## src/rtl/rot_amt_search.sv

```systemverilog
// Recovers the rotation amount that maps a to y, reported as right- and left-rotate values.
// Optional ROT_AMT_SEARCH_PARALLEL_EN: single-cycle search over all rotations with a priority encoder.
module rot_amt_search #(
    parameter int N = 8,
    parameter int W = $clog2(N)
) (
    input  logic         clk,
    input  logic         reset,
    input  logic         start,
    input  logic [N-1:0] a,
    input  logic [N-1:0] y,
    output logic         ready,
    output logic         done,
    output logic         found,
    output logic [W-1:0] amt_right,
    output logic [W-1:0] amt_left
);

    typedef enum logic [1:0] {IDLE, SEARCH, DONE} state_t;

    state_t       state, state_nxt;
    logic [N-1:0] cand, tgt;
    logic         hit;
    logic         last;
    logic [W-1:0] hit_amt;

`ifdef ROT_AMT_SEARCH_PARALLEL_EN
    function automatic logic [N-1:0] rot_right(input logic [N-1:0] v, input int k);
        logic [2*N-1:0] d;
        d = {v, v} >> k;
        return d[N-1:0];
    endfunction

    // Descending scan so the lowest matching amount wins.
    always_comb begin
        hit     = 1'b0;
        hit_amt = '0;
        last    = 1'b1;
        for (int k = N - 1; k >= 0; k--) begin
            if (rot_right(cand, k) == tgt) begin
                hit     = 1'b1;
                hit_amt = W'(k);
            end
        end
    end
`else
    logic [W-1:0] cnt;

    assign hit     = (cand == tgt);
    assign hit_amt = cnt;
    assign last    = (cnt == W'(N - 1));
`endif

    always_ff @(posedge clk) begin
        if (reset) state <= IDLE;
        else       state <= state_nxt;
    end

    always_comb begin
        state_nxt = state;
        case (state)
            IDLE:    if (start) state_nxt = SEARCH;
            SEARCH:  if (hit || last) state_nxt = DONE;
            DONE:    state_nxt = IDLE;
            default: state_nxt = IDLE;
        endcase
    end

    assign ready = (state == IDLE);
    assign done  = (state == DONE);

    always_ff @(posedge clk) begin
        if (reset) begin
            cand      <= '0;
            tgt       <= '0;
            found     <= 1'b0;
            amt_right <= '0;
            amt_left  <= '0;
`ifndef ROT_AMT_SEARCH_PARALLEL_EN
            cnt       <= '0;
`endif
        end else begin
            case (state)
                IDLE: begin
                    if (start) begin
                        cand <= a;
                        tgt  <= y;
`ifndef ROT_AMT_SEARCH_PARALLEL_EN
                        cnt  <= '0;
`endif
                    end
                end
                SEARCH: begin
                    if (hit) begin
                        found     <= 1'b1;
                        amt_right <= hit_amt;
                        amt_left  <= -hit_amt;
                    end else if (last) begin
                        found     <= 1'b0;
                        amt_right <= '0;
                        amt_left  <= '0;
                    end
`ifndef ROT_AMT_SEARCH_PARALLEL_EN
                    else begin
                        cand <= {cand[0], cand[N-1:1]};
                        cnt  <= cnt + 1'b1;
                    end
`endif
                end
                default: ;
            endcase
        end
    end

endmodule

```

## config.mk

```make
export PLATFORM = sky130hd
export DESIGN_NAME = rot_amt_search
export DESIGN_NICKNAME = d
export VERILOG_FILES = /design/src/rtl/rot_amt_search.sv
export SDC_FILE = /design/constraint.sdc
export NUM_CORES = 1
export LEC_CHECK = 0
export CAP_MARGIN = 20
export CELL_PAD_IN_SITES_DETAIL_PLACEMENT = 1
export CELL_PAD_IN_SITES_GLOBAL_PLACEMENT = 1
export CORE_MARGIN = 10
export CORE_UTILIZATION = 33
export DETAILED_ROUTE_END_ITERATION = 10
export PLACE_DENSITY_LB_ADDON = 0.1
export SYNTH_ARGS = -nofsm -noshare
export SYNTH_HDL_FRONTEND = slang
export SYNTH_SLANG_ARGS = --single-unit
```

## constraint.sdc

```tcl
create_clock -name clk -period 1.5 [get_ports clk]
set_input_delay 0.3 -clock clk [delete_from_list [all_inputs] [get_ports clk]]
set_output_delay 0.3 -clock clk [all_outputs]
set_load 0.02 [all_outputs]
```

==> metrics.md <==
| Metric | Value |
|---|---|
| Initial core utilization | 34.4% |
| Nets | about 220 |
| Status | finished with violations |
| CP arrival | ~1.8 ns |
| Crit Path Category | flip-flop to flip-flop |
| Commonest cells in the netlist | dfxtp_1, nand2_1, a21oi_1, nor2_1 |
| Worst endpoint required time | between 1.5 and 2 ns |
| Max IR drop VDD | about 0.38 mV |
| # rows | 22 |
| Total CTS buffers | 3 |
| Setup Viol. Count Final | 16 |
| Crit start category | flip-flop |
| Top Family by Delay on Critical Path | compound AO/OA/AOI/OAI gates |
| MaxCap Viol Count | 0 |
| Initial antenna violation count | 0 |
| CP max stage delay | 0.35 ns |
| CP max FO | 6 |
| Fin crit share | 108% |
| DRC | 0 |
| Sequential element share of the synthesized area | between 40% and 50% |
| Placer Congestion | between 0.7 and 0.8 |
| Async set-or-reset flop fraction in the synthesized netlist | 0% |
| Antenna Cells | 0 |
| Hold WC Path Type | flip-flop to flip-flop |
| I/O Pins | 28 |
| Shortest period the worst path allows | ~1.6 ns |
| 1st-iter DRT viols | roughly 70 |
| Number of port buffers | 27 |
| Leakage | 0.000772 uW |
| Compound-Gate Fraction of Synth Area | a little over a fifth |
| Final setup margin | -0.124 ns |
| Final global-route overflow total | 0 |
| Worst Path Buf+Inv | 1 |
| Syn nets | 169 |
| Synth Area in XOR/XNOR | roughly 6.2% |
| Routed Antenna Nets | 0 |
| Slew Viols, Final | 0 |
| Mapped Avg Cell Area | between 8 and 9 um2 |
| Synth cell types | 26 |
| Number of global-route vias before repair | around 1300 |
| EDFF count, synth | 0 |
| Post-synth top area cell | dfxtp_1 |
| Post-Route WL | roughly 4400 um |
| CTS H-Tree Depth | 1 |
| DR WL/cell | approximately 18 um |
| FMAX | 0.616 GHz |
| First-pass GRT wire length | around 6600 um |
| RSZ-0062 raised after global routing | yes |
| #FFs+latches synth | 27 |
| Largest net degree at the start of global routing | 32 |
| Mux cell area share after synthesis | 0.789% |
| Clock Sinks | 27 |
| CTS tree | done |
| Die Wd | 82.0 um |
| Worst Hold Margin | 0.476 ns |
| Total number of vias | about 1300 |
| Full die area | between 6000 and 7000 um2 |
| Share of the synthesized area in the top cell type | a little over two fifths |
| Worst setup EP type | flip-flop |
| Cells after synthesis | around 150 |
| Synth top area cells | dfxtp_1, xnor2_1, nand2_1, a221oi_1, a21oi_1 |
| Maximum buffer depth of the clock tree | 2 |
| Adder-cell share of the synthesized area | between 2 and 3% |
| Crit-path slowest cell | dfxtp_2 |
| Cells after DPL | roughly 230 |
| Die Ht | approximately 82 um |
| Layout cells sized above 1 | around 37% |
| Largest family of logic cells by synthesized area | compound AO/OA/AOI/OAI gates |
| Drt first pass iters | 4 |
| Fin. Hold Viols | 0 |
| Most frequent cell after synthesis | dfxtp_1 |
| Vias per cell | around 5.3 |
| Rel. slew slack | between 70 and 80% |
| Clock skew | 0.00528 ns |
| PD cells | roughly 990 nW/um2 |
| Area grow syn2layout | 57.7% |
| Dominant synthesized flop cell | dfxtp_1 |
| CORE AREA | 3690 um2 |
| GRT Overall Usage | between 10% and 20% |
| Fillers | approximately 430 |
| Worst-Skew Late Latency | approximately 0.28 ns |
| Synthesis Warnings | 0 |
| Sequence of cells on the critical path | xnor2_2 -> nand4_1 -> o211ai_4 -> buf_4 -> a221oi_2 -> a211oi_1 |
| Root buffer cell | clkbuf_8 |
| Failing checks | negative setup slack |
| Simple-gate portion of the synthesized area | between 20% and 30% |
| Worst-Margin Slew | 0.357 ns |
| Clock transition at path regs | 0.10 ns |
| DP HPWL | 2680 um |
| Post-Syn Area | between 1000 and 1500 um2 |
| Final non-filler cell total | 240 |
what timing repair did:
action | in CTS | in global routing
pin swaps | 5 | 8
hold buffers | 0 | 0
resized for setup | 31 | 31
cloned | 1 | 0
setup buffers | 3 | 1
setup endpoints to repair | 23 | 23
flip-flops by register name, summed over array words and instances, names as in the netlist:
register and cells:
tgt 8, amt_right 3, cnt 3, state 2, found 1, amt_left 2, cand 8
per-layer routing:
layer  vias up  share of wire [%]  track usage (%)
li1        607                  -                -
met3         4                4.8             2.84
met2        23                 52             21.5
met5         -                  0                0
met1       628                 42             15.2
met4         0                1.1             3.06
stage by stage:
stage | TNS [ns] | util (%) | total power, uW | instance area [um2] | setup slack (ns)
3_5_place_dp | -1.30 | 46.5 | 1360 | 1720 | -0.118
5_1_grt | -1.76 | 54.2 | 2070 | 2000 | -0.186
4_1_cts | -0.0467 | 50.2 | 1860 | 1850 | -0.0316
6_report | -0.869 | 54.2 | 1980 | 2000 | -0.124
3_3_place_gp | -0.302 | 46.5 | 1340 | 1720 | -0.0390
2_1_floorplan | 0 | - | 1120 | 1270 | 0.0526
power by group:
part	leakage, uW	internal (uW)	switching, uW
sequential	0.000228	789	64.2
clock	0.0000228	191	250
combinational	0.000522	346	336
total	0.000772	1330	650
final timing paths:
check                       from                   end  slack, ns  cells past startpoint
max          tgt[0]$_SDFFE_PP0P_  cand[7]$_SDFFE_PP0P_      -0.12                      6
max reg2reg  tgt[0]$_SDFFE_PP0P_  cand[7]$_SDFFE_PP0P_      -0.12                      6
min reg2reg  tgt[4]$_SDFFE_PP0P_   tgt[4]$_SDFFE_PP0P_       0.48                      2
min          tgt[4]$_SDFFE_PP0P_   tgt[4]$_SDFFE_PP0P_       0.48                      2
area by class of cell:
type | instances | area, um2 | area share [%]
Clock buffer | 4 | 45.0 | 2.25
Timing Repair Buffer | 51 | 469 | 23.5
Multi-Input combinational cell | 105 | 840 | 42.0
Tap cell | 48 | 60.1 | 3.00
Sequential cell | 27 | 568 | 28.4
Inverter | 5 | 18.8 | 0.938
worst register-to-register path: stages, from the launching register on:
cell and delay (ns):
dfxtp_2 0.35, xnor2_2 0.16, nand4_1 0.24, o211ai_4 0.27, buf_4 0.19, a221oi_2 0.07, a211oi_1 0.24
placed cells by master (no fill, tap or decap), types with 2 or more instances in the layout:
master,count
dfxtp_1,11
inv_1,4
a21oi_1,12
a221oi_2,7
dfxtp_4,3
and2_1,9
nand3_1,3
nand2_1,17
xnor2_2,7
clkdlybuf4s50_1,18
ha_1,2
xnor2_1,2
dfxtp_2,13
o32ai_2,2
nand2b_1,6
nor2_1,10
clkbuf_8,3
nand4_1,2
a211oi_1,7
buf_12,2
dlygate4sd2_1,8
buf_4,21
cells by family (layout without fill, tap and decap cells):
| kind of cell | Yosys count | in the layout |
|---|---|---|
| and+or+nand+nor | 54 | 54 |
| AOI/OAI and AO/OA | 38 | 38 |
| adders and majority gates | 3 | 3 |
| xor gates and xnor gates | 9 | 9 |
| DFF | 27 | 27 |
| muxes | 1 | 1 |
| buffers and inverters | 15 | 60 |
Note: power is estimated with default switching activity, not from simulation.
